### config.mk
export PLATFORM = sky130hd
export DESIGN_NAME = mac_seq
export DESIGN_NICKNAME = d
export VERILOG_FILES = /design/src/rtl/mac_seq_pkg.sv /design/src/rtl/mac_seq.sv
export SDC_FILE = /design/constraint.sdc
export NUM_CORES = 1
export LEC_CHECK = 0
export CAP_MARGIN = 0
export CORE_MARGIN = 5
export CORE_UTILIZATION = 45
export DETAILED_ROUTE_END_ITERATION = 8
export PLACE_DENSITY = 0.76
export RECOVER_POWER = 25
export SLEW_MARGIN = 25
export SYNTH_ARGS = -nofsm -noshare
export SYNTH_HDL_FRONTEND = slang
export SYNTH_SLANG_ARGS = --single-unit
### constraint.sdc
create_clock -name clk -period 4.3 [get_ports clk]
set_input_delay 0.86 -clock clk [delete_from_list [all_inputs] [get_ports clk]]
set_output_delay 0.86 -clock clk [all_outputs]
set_load 0.005 [all_outputs]
### src/rtl/mac_seq_pkg.sv
// Shared definitions for the MAC sequencer: ALU opcode/width constants and FSM state encoding.
package mac_seq_pkg;

    localparam int unsigned REG_WORD_LEN = 16;
    localparam int unsigned ALU_MODE_LEN = 4;
    localparam int unsigned SHIFT_LEN    = 4;

    localparam logic [ALU_MODE_LEN-1:0] ALU_NOP = 4'd0;
    localparam logic [ALU_MODE_LEN-1:0] ALU_ADD = 4'd1;
    localparam logic [ALU_MODE_LEN-1:0] ALU_MUL = 4'd3;

    typedef enum logic [2:0] {
        MS_IDLE = 3'd0,
        MS_RD_X = 3'd1,
        MS_RD_H = 3'd2,
        MS_MUL  = 3'd3,
        MS_ADD  = 3'd4,
        MS_DONE = 3'd5
    } ms_state_e;

endpackage

### src/rtl/mac_seq.sv
// Dot-product sequencer: fetches x[i]/h[i] from a single-port RAM and drives a shared
// ALU through MUL then ADD per tap, accumulating into a 16-bit sign-magnitude result.
module mac_seq
    import mac_seq_pkg::*;
#(
    parameter int unsigned ADDR_W = 8,
    parameter int unsigned LEN_W  = 8
) (
    input  logic                    clk,
    input  logic                    rst,
    input  logic                    start,
    input  logic [LEN_W-1:0]        len,
    input  logic [ADDR_W-1:0]       x_base,
    input  logic [ADDR_W-1:0]       h_base,
    output logic                    busy,
    output logic                    done,
    output logic [REG_WORD_LEN-1:0] result,
    output logic                    rd_en,
    output logic [ADDR_W-1:0]       rd_addr,
    input  logic [REG_WORD_LEN-1:0] rd_data,
    output logic [ALU_MODE_LEN-1:0] alu_opcode,
    output logic [REG_WORD_LEN-1:0] alu_a,
    output logic [REG_WORD_LEN-1:0] alu_b,
    output logic [REG_WORD_LEN-1:0] alu_c,
    output logic [SHIFT_LEN-1:0]    alu_shift,
    input  logic [REG_WORD_LEN-1:0] alu_out
);

    ms_state_e               state_q, state_d;
    logic [LEN_W-1:0]        len_q, len_d;
    logic [LEN_W-1:0]        idx_q, idx_d;
    logic [ADDR_W-1:0]       xb_q, xb_d;
    logic [ADDR_W-1:0]       hb_q, hb_d;
    logic [REG_WORD_LEN-1:0] acc_q, acc_d;
    logic [REG_WORD_LEN-1:0] x_q, x_d;
    logic [REG_WORD_LEN-1:0] prod_q, prod_d;
    logic [REG_WORD_LEN-1:0] result_q, result_d;
    logic                    last_tap;

    assign last_tap = (idx_q == len_q - LEN_W'(1));

    always_ff @(posedge clk) begin
        if (rst) begin
            state_q  <= MS_IDLE;
            len_q    <= '0;
            idx_q    <= '0;
            xb_q     <= '0;
            hb_q     <= '0;
            acc_q    <= '0;
            x_q      <= '0;
            prod_q   <= '0;
            result_q <= '0;
        end else begin
            state_q  <= state_d;
            len_q    <= len_d;
            idx_q    <= idx_d;
            xb_q     <= xb_d;
            hb_q     <= hb_d;
            acc_q    <= acc_d;
            x_q      <= x_d;
            prod_q   <= prod_d;
            result_q <= result_d;
        end
    end

    always_comb begin
        state_d = state_q;
        case (state_q)
            MS_IDLE: if (start) state_d = (len != '0) ? MS_RD_X : MS_DONE;
            MS_RD_X: state_d = MS_RD_H;
            MS_RD_H: state_d = MS_MUL;
            MS_MUL:  state_d = MS_ADD;
            MS_ADD:  state_d = last_tap ? MS_DONE : MS_RD_X;
            MS_DONE: state_d = MS_IDLE;
            default: state_d = MS_IDLE;
        endcase
    end

    always_comb begin
        len_d    = len_q;
        idx_d    = idx_q;
        xb_d     = xb_q;
        hb_d     = hb_q;
        acc_d    = acc_q;
        x_d      = x_q;
        prod_d   = prod_q;
        result_d = result_q;
        case (state_q)
            MS_IDLE: begin
                if (start) begin
                    acc_d = '0;
                    if (len != '0) begin
                        len_d = len;
                        xb_d  = x_base;
                        hb_d  = h_base;
                        idx_d = '0;
                    end
                end
            end
            MS_RD_H: x_d    = rd_data;
            MS_MUL:  prod_d = alu_out;
            MS_ADD: begin
                acc_d = alu_out;
                idx_d = idx_q + LEN_W'(1);
            end
            MS_DONE: result_d = acc_q;
            default: ;
        endcase
    end

    // result bypasses the register during DONE so it lines up with the done pulse
    always_comb begin
        busy       = (state_q != MS_IDLE);
        done       = (state_q == MS_DONE);
        result     = (state_q == MS_DONE) ? acc_q : result_q;
        rd_en      = 1'b0;
        rd_addr    = '0;
        alu_opcode = ALU_NOP;
        alu_a      = '0;
        alu_b      = '0;
        case (state_q)
            MS_RD_X: begin
                rd_en   = 1'b1;
                rd_addr = xb_q + ADDR_W'(idx_q);
            end
            MS_RD_H: begin
                rd_en   = 1'b1;
                rd_addr = hb_q + ADDR_W'(idx_q);
            end
            MS_MUL: begin
                alu_opcode = ALU_MUL;
                alu_a      = x_q;
                alu_b      = rd_data;
            end
            MS_ADD: begin
                alu_opcode = ALU_ADD;
                alu_a      = prod_q;
                alu_b      = acc_q;
            end
            default: ;
        endcase
    end

    assign alu_c     = '0;
    assign alu_shift = '0;

endmodule

Word-level counts from Yosys, hierarchy flattened
Cells that the tools add are included.
{"block": "classes", "eq_ne": 8, "n_reduce_logical": 8, "muxes": 15, "add_sub_neg": 4}
{"op": "$pmux 16 s2", "n": 3}
{"op": "$mux 16", "n": 2}
{"op": "$pmux 8 s2", "n": 2}
{"op": "$add 8x8->8", "n": 2}
{"op": "$mux 8", "n": 2}
{"op": "$pmux 3 s5", "n": 1}
{"op": "$mux 3", "n": 3}
{"op": "$add 8x1->8 const B", "n": 1}
{"op": "$eq 8x8->1", "n": 1}
{"op": "$reduce_bool 8->1", "n": 1}
{"op": "$sub 8x1->8 const B", "n": 1}
{"op": "$eq 3x2->1 const B", "n": 2}
{"op": "$eq 3x3->1 const B", "n": 2}
{"op": "$reduce_and 3->1", "n": 2}
{"op": "$ne 2x2->1 const B", "n": 2}
{"op": "$pmux 2 s2", "n": 1}
{"op": "$eq 3x1->1 const B", "n": 1}
{"op": "$logic_not 3->1", "n": 1}
{"op": "$reduce_bool 3->1", "n": 1}
{"op": "$reduce_and 2->1", "n": 1}
{"op": "$reduce_bool 2->1", "n": 1}
{"op": "$reduce_or 2->1", "n": 1}
{"op": "$mux 1", "n": 1}
{"block": "word_totals", "register_bits": 99, "in_bits": 59, "word_cells": 44, "out_inout_bits": 83}

Depth between registers and ports, before layout
Gate-level depths: netlist (run 1).
{"block": "logic_depth", "ltp_word": 4, "depth_mapped": 16}

Worst setup path after synthesis (run 1)
OpenSTA, ideal clock, no wires.
{"block": "synth_timing", "path_type": "reg-to-output", "startpoint": "register state_q[2]", "endpoint": "output port rd_addr[6]", "required_time_ns": 3.440, "arrival_time_ns": 2.607, "path_slack_ns": 0.833, "path_buffers": 3, "stages_incl_launch_ff": 17, "path_cell_list": "dfxtp_1 -> buf_2 -> nor2_1 -> and2_1 -> clkbuf_1 -> clkbuf_1 -> nand2_1 -> nand2_1 -> ha_1 -> inv_1 -> fa_1 -> nor2b_1 -> o21ai_0 -> a21boi_0 -> o21a_1 -> nor3_1 -> nor3_1"}
{"block": "synth_via", "elab_chain_cells": 2}
{"element": "from (decl)", "line_no": "mac_seq.sv:29", "text": "ms_state_e state_q, state_d;"}
{"element": "from (signal assigned)", "line_no": "mac_seq.sv:54", "text": "state_q <= state_d;"}
{"element": "$eq 3x2->1 or $eq 3x1->1 (tied branches)", "line_no": "mac_seq.sv:121", "text": "case (state_q)"}
{"element": "$pmux 8 s2 (*)", "line_no": "mac_seq.sv:121"}
{"element": "to (decl)", "line_no": "mac_seq.sv:19", "text": "output logic [ADDR_W-1:0] rd_addr,"}
Mark *: on every way between the ends. The rest lies on a longest branch, timed or not.

Final worst setup path (run 1)
Same ends and word-level chain as after synthesis.

==> results.sh, run 1 <==
export IMPL_number_of_global_route_vias_before_repair=4172
export IMPL_critical_path_peak_fanout=9
export IMPL_synthCells=583
export IMPL_cp_slowest_stage_delay_ps=540
export IMPL_placement_rows=38
export IMPL_dpl_hpwl_mm=9.959
export IMPL_leakage_nw=2.375
export IMPL_die_height_microns=114.7
export IMPL_synth_area_sq_mm=0.004930
export IMPL_netlist_top_cell_by_area="dfxtp_1"
export IMPL_grt_pass1_wl_mm=20.88
export IMPL_avgRoutedWirePerCell_microns=16.46
export IMPL_critical_path_slowest_cell="clkdlybuf4s50_1"
export IMPL_clockBufferDepth=2
export IMPL_max_vdd_ir_drop_v=0.0002142
export IMPL_post_route_cells_drive_above_1_share_pct=13.58
export IMPL_fillCellCount=968
export IMPL_vias=4358
export IMPL_cts_tree="yes"
export IMPL_post_drt_via_cell_ratio=5.282
export IMPL_dieArea_sq_mm=0.01315
export IMPL_finalPower_mw=1.979
export IMPL_power_density_cell_area_mw_per_mm2=315.7
export IMPL_final_hold_violations=0
export IMPL_multi_input_comb_area_sq_mm=0.002600
export IMPL_maxClockFrequency_mhz=247.4
export IMPL_seq_area_frac_synth_pct=40.20
export IMPL_floorplan_initialDensity_pct=45.68
export IMPL_fin_cells=825
export IMPL_arrival_ps=3180
export IMPL_ctsHoldBuffers=0
export IMPL_global_route_overflow_total=0
export IMPL_postCtsSetupRepairBufs=0
export IMPL_worst_hold_path_type="flop to flop"
export IMPL_maxSlewViolCount=0
export IMPL_placed_area_sq_mm=0.006040
export IMPL_worst_ep_required_time_ps=3440
export IMPL_dr_wl_met3_microns=995
export IMPL_finalCritPeriodShare_pct=94.00
export IMPL_core_area_sq_mm=0.01079
export IMPL_fin_crit_ps=4042
export IMPL_setup_ws_ps=258.0
export IMPL_ctsRootBufferMaster="clkbuf_8"
export IMPL_end_kind="output port"
export IMPL_antennaDiodeCount=0
export IMPL_hold_slack_ps=460.8
export IMPL_drc=0
export IMPL_ys_warnings_count=0
export IMPL_cts_max_level=3
export IMPL_headroom_to_the_max_slew_limit_pct=40.41
export IMPL_flow_area_growth_from_synthesis_pct=27.13
export IMPL_postLayoutCoreUtil_pct=58.07
export IMPL_cts_num_sinks=99
export IMPL_worst_skew_pair_late_latency_ps=380
export IMPL_layout_nets=749
export IMPL_worstSetupStartpointType="flop"
export IMPL_antenna_left=0
export IMPL_die_x_microns=114.7
export IMPL_synth_area_per_cell_sq_um=8.456
export IMPL_synth_cell_types=49
export IMPL_mostFrequentLayoutCells="119 x nand2_1, 118 x clkdlybuf4s50_1, 96 x dfxtp_1, 41 x a21oi_1, 40 x nor2_1"
export IMPL_finalSetupViolCount=0
export IMPL_fin_area_sq_mm=0.006267
export IMPL_cts_clk_slew_worst_paths_ps=100
export IMPL_placed_cells=809
export IMPL_dpl_worst_slack_ps=398.0
export IMPL_highest_layer="met4"
export IMPL_max_cap_violations=0
export IMPL_met1Wirelength_mm=5.492
export IMPL_postSynthRegisterBits=99
export IMPL_worst_slew_pin_slew_ps=891.2
export IMPL_wl_met2_mm=6.732
export IMPL_port_buffers=119
export IMPL_outcome="completed"
export IMPL_cts_buffers=9
export IMPL_mostFrequentLayoutCell="nand2_1"
export IMPL_fin_setup_tns_ps=0
export IMPL_routed_wl_mm=13.58
export IMPL_path_cells="nor2_2 > and2_4 > nand2_1 > nand2_1 > ha_1 > inv_1 > fa_1 > nor2b_1 > o21ai_0 > a21boi_1 > o21a_1 > nor3_1 > nor3_1 > clkdlybuf4s50_1"
export IMPL_timing_worst_setup_path_type="flop to output port"
export IMPL_worst_path_dominant_cell_family="simple AND/OR/NAND/NOR gates"
export IMPL_grt_max_degree=58
export IMPL_grt_usage_pct=20.10
export IMPL_seqCellArea_sq_mm=0.001986
export IMPL_pin_count=142
export IMPL_first_iter_violations=292
export IMPL_clock_skew_final_ps=11.40
export IMPL_post_synth_main_area_contributors="dfxtp_1 40%, nand2_1 9.1%, a22o_1 5.7%"
export IMPL_grt_antenna_before_repair=0
export IMPL_detailedRoute_firstPassIterationCount=5
export IMPL_cp_buffers_inverters=2
export IMPL_gp_routability_congestion=0.9381
export IMPL_area_share_of_the_largest_cell_type_after_synthesis_pct=40.20
## synthesized netlist by cell type (all sizes together)
master   instances
and2             2
xnor2            8
dfxtp           99
a31oi            4
a22oi           16
nor3             8
conb             1
a32oi            1
o21a             2
o22ai            1
nor3b            1
or2              2
buf             36
a21o             1
nor2            42
nor2b           18
fa               1
or4              2
nand3            1
ha               9
nand4            7
clkbuf          26
a211oi           1
a2111oi          1
a21boi           1
a22o            32
nand2b           5
xor2            14
a21oi           60
nand3b           3
inv             11
mux2i            1
nand2          139
a2111o           1
nor4             1
o21ai            7
and3             2
mux2            16
## tightest hold or removal path, stage by stage (launching register included)
cell and delay, ps:
dfxtp_1 320, nand2_1 50, a21oi_1 50
## flip-flops by register name, indices dropped and copies added, names as in the netlist
register and count:
state_q 3, result_q 16, len_q 8, acc_q 16, hb_q 8, x_q 16
idx_q 8, xb_q 8, prod_q 16
## cell type report
class / count / share of cell area (%)
Clock buffer: 9 / 1.976
Clock inverter: 7 / 1.477
Inverter: 11 / 0.6588
Multi-Input combinational cell: 432 / 41.49
Sequential cell: 99 / 31.68
Tap cell: 140 / 2.795
Timing Repair Buffer: 127 / 19.92
## report_power, final
| group | switching (mW) | internal, mW |
|---|---|---|
| clock | 0.364 | 0.285 |
| sequential | 0.0344 | 0.954 |
| combinational | 0.191 | 0.151 |
## final timing paths
path,slack (ps),cells past startpoint,end,start
setup reg to reg,2040,6,state_q[2]$_SDFFE_PP0P_,state_q[1]$_SDFFE_PP0P_
hold / removal,460,2,x_q[6]$_SDFFE_PP0P_,x_q[6]$_SDFFE_PP0P_
setup / recovery,260,14,rd_addr[6],state_q[2]$_SDFFE_PP0P_
hold reg to reg,460,2,x_q[6]$_SDFFE_PP0P_,x_q[6]$_SDFFE_PP0P_
## what timing repair did
item,in CTS,in global routing
pin swaps,0,0
gates resized for setup,2,6
setup endpoints to repair,1,2
## metal layers
metal  GRT usage, %  up-vias
met3          3.911       23
li1               -     2116
met1          23.92     2030
met2          35.23      189
met5              0        -
met4          8.314        0
## kinds of logic (layout without fill, tap and decap cells)
family | count (synthesis) | in the layout | share of synthesized area, %
other | 1 | 22 | 0.07607
adders and majority gates | 10 | 10 | 2.690
and+or+nand+nor | 233 | 233 | 21.90
muxes | 17 | 17 | 3.858
DFF | 99 | 99 | 40.20
AOI/OAI and AO/OA | 128 | 128 | 18.43
xor gates and xnor gates | 22 | 22 | 3.909
buffers and inverters | 73 | 154 | 8.934
(Power assumes the default switching activity.)
==> inputs of run 2 (changes only) <==
--- a/config.mk
+++ b/config.mk
@@ -7,7 +7,7 @@
 export LEC_CHECK = 0
 export CAP_MARGIN = 0
 export CORE_MARGIN = 5
-export CORE_UTILIZATION = 45
+export CORE_UTILIZATION = 43
 export DETAILED_ROUTE_END_ITERATION = 8
 export PLACE_DENSITY = 0.76
 export RECOVER_POWER = 25
==> constraint.sdc (replaced) <==
create_clock -name clk -period 3.65 [get_ports clk]
set_input_delay 0.73 -clock clk [delete_from_list [all_inputs] [get_ports clk]]
set_output_delay 0.73 -clock clk [all_outputs]
set_load 0.005 [all_outputs]
==> run 2 against run 1 <==
The flow now finishes with violations (capacitance limit, slew limit). Sequential power up 17%. Sequential share of layout area down 0.76 points. Clock skew down 2.6 ps. First-iteration DRC count down 2.4%. Worst hold slack worse by 5.1 ps. Combinational power up 21%. Cell area up 2.3%.
==> results.sh, run 2 (synthesis gave the netlist of run 1 again) <==
export IMPL_outcome="complete, but fails checks"
export IMPL_failed_checks="capacitance limit, slew limit"
export IMPL_core_area_sq_mm=0.01132
export IMPL_worst_ep_required_time_ps=2920
export IMPL_routed_wl_mm=13.28
export IMPL_finalSetupViolCount=0
export IMPL_combinationalPowerShare_pct=16.5
export IMPL_max_cap_violations=1
export IMPL_placement_rows=39
export IMPL_drc=0
export IMPL_p_switching_uw=655.1
export IMPL_mostFrequentLayoutCell="nand2_1"
export IMPL_headroom_to_the_max_slew_limit_pct=-37.32
export IMPL_post_drt_via_cell_ratio=5.215
export IMPL_number_of_global_route_vias_before_repair=4344
export IMPL_cts_clk_slew_worst_paths_ps=70
export IMPL_cts_buffers=9
export IMPL_share_clk_of_total_power_pct=37.3
export IMPL_pin_count=142
export IMPL_placed_area_sq_mm=0.006101
export IMPL_r2r_worst_path_cells=7
export IMPL_arrival_ps=2740
export IMPL_clock_skew_final_ps=8.800
export IMPL_cts_tree="yes"
export IMPL_grt_usage_pct=19.31
export IMPL_switching_share_pct=26.16
export IMPL_power_density_cell_area_mw_per_mm2=390.8
export IMPL_ctsRootBufferMaster="clkbuf_16"
export IMPL_max_vdd_ir_drop_v=0.0002918
export IMPL_end_kind="output port"
export IMPL_whs_path_depth=2
export IMPL_multi_input_comb_area_sq_mm=0.002606
export IMPL_layout_nets=757
export IMPL_cts_max_level=3
export IMPL_maxSlewViolCount=51
export IMPL_port_buffers=119
export IMPL_detailedRoute_firstPassIterationCount=5
export IMPL_critical_path_peak_fanout=6
export IMPL_finalCritPeriodShare_pct=95.15
export IMPL_floorplan_initialDensity_pct=43.55
export IMPL_grt_max_degree=51
export IMPL_finalPower_mw=2.504
export IMPL_worst_skew_pair_late_latency_ps=340
export IMPL_final_hold_violations=0
export IMPL_antennaDiodeCount=0
export IMPL_fin_setup_tns_ps=0
export IMPL_global_route_overflow_total=0
export IMPL_fin_crit_ps=3473
export IMPL_worst_slew_pin_slew_ps=2060
export IMPL_worstSetupStartpointType="flop"
export IMPL_gp_routability_congestion=0.9330
export IMPL_vias=4349
export IMPL_antenna_left=0
export IMPL_dpl_hpwl_mm=9.677
export IMPL_die_x_microns=117.1
export IMPL_first_iter_violations=285
export IMPL_p_int_mw=1.849
export IMPL_flow_area_growth_from_synthesis_pct=30.00
export IMPL_dieArea_sq_mm=0.01371
export IMPL_fin_area_sq_mm=0.006409
export IMPL_cts_num_sinks=99
export IMPL_leakage_nw=2.491
export IMPL_clockBufferDepth=2
export IMPL_placed_cells=818
export IMPL_fin_cells=834
export IMPL_fillCellCount=1078
export IMPL_mostFrequentLayoutCells="119 x nand2_1, 113 x clkdlybuf4s50_1, 99 x dfxtp_1, 40 x a21oi_1, 40 x nor2_1"
export IMPL_grt_antenna_before_repair=0
export IMPL_die_height_microns=117.1
export IMPL_timing_worst_setup_path_type="flop to output port"
export IMPL_seqCellArea_sq_mm=0.001982
export IMPL_grt_pass1_wl_mm=21.05
export IMPL_setup_reg_to_reg_worst_slack_ps=1540
export IMPL_maxClockFrequency_mhz=287.9
export IMPL_post_route_cells_drive_above_1_share_pct=13.75
export IMPL_worst_hold_path_type="flop to flop"
export IMPL_power_sequential_fraction_pct=46.2
export IMPL_avgRoutedWirePerCell_microns=15.92
[run 2: final timing paths]
path	from	end
setup / recovery	state_q[0]$_SDFFE_PP0P_	rd_addr[3]
hold / removal	x_q[11]$_SDFFE_PP0P_	x_q[11]$_SDFFE_PP0P_
setup reg to reg	state_q[1]$_SDFFE_PP0P_	idx_q[5]$_SDFFE_PP0P_
hold reg to reg	x_q[11]$_SDFFE_PP0P_	x_q[11]$_SDFFE_PP0P_
[run 2: cell type report]
class                   instances  area share, %
clock buffers                  10          3.729
inverters                      11         0.6443
well taps                     143          2.792
clock inverters                 4         0.8005
multi-input cells             432          40.67
repair buffers                135          20.44
flip-flops and latches         99          30.93
[run 2: power groups by stage]
| stage | Sequential [mW] | Combinational (mW) | Clock [mW] |
|---|---|---|---|
| final | 1.16 | 0.414 | 0.934 |
| after global routing | 1.16 | 0.457 | 1.00 |
| after CTS | 1.16 | 0.417 | 0.951 |
| after detailed placement | 1.18 | 0.412 | 0 |
| after global placement | 1.18 | 0.402 | 0 |
| after floorplan | 1.17 | 0.281 | 0 |
[run 2: timing repair]
action,in CTS,in global routing
resized for setup,5,9
setup endpoints to repair,4,4
pin swaps,3,6
buffers inserted,1,1
hold buffers,0,0
[run 2: layer usage]
layer	vias to the layer above	global-route usage [%]	part of all wire, %
met5	-	0	0
met4	0	4.664	0.83
met3	13	3.702	7.1
met2	142	35.38	52
met1	2059	23.25	40
li1	2135	-	-
[run 2: critical path, stage by stage, from the launching register on]
cell and delay (ps):
dfxtp_1 330, nor2_2 140, and2_4 170, buf_4 130
nand2_1 50, nand2_1 80, ha_1 230, a21o_1 190
a21oi_2 190, buf_4 140, buf_4 90, xnor2_1 60
nor2_1 90, clkdlybuf4s50_1 520
[run 2: metrics by stage]
stage	worst slack [ps]	utilization [%]	hold WS, ps
after floorplan	313.4	-	435.7
after detailed placement	117.4	53.89	447.9
after global placement	238.0	53.89	442.3
after global routing	-11.93	56.61	473.2
after CTS	22.16	56.59	457.2
final	177.2	56.61	455.7
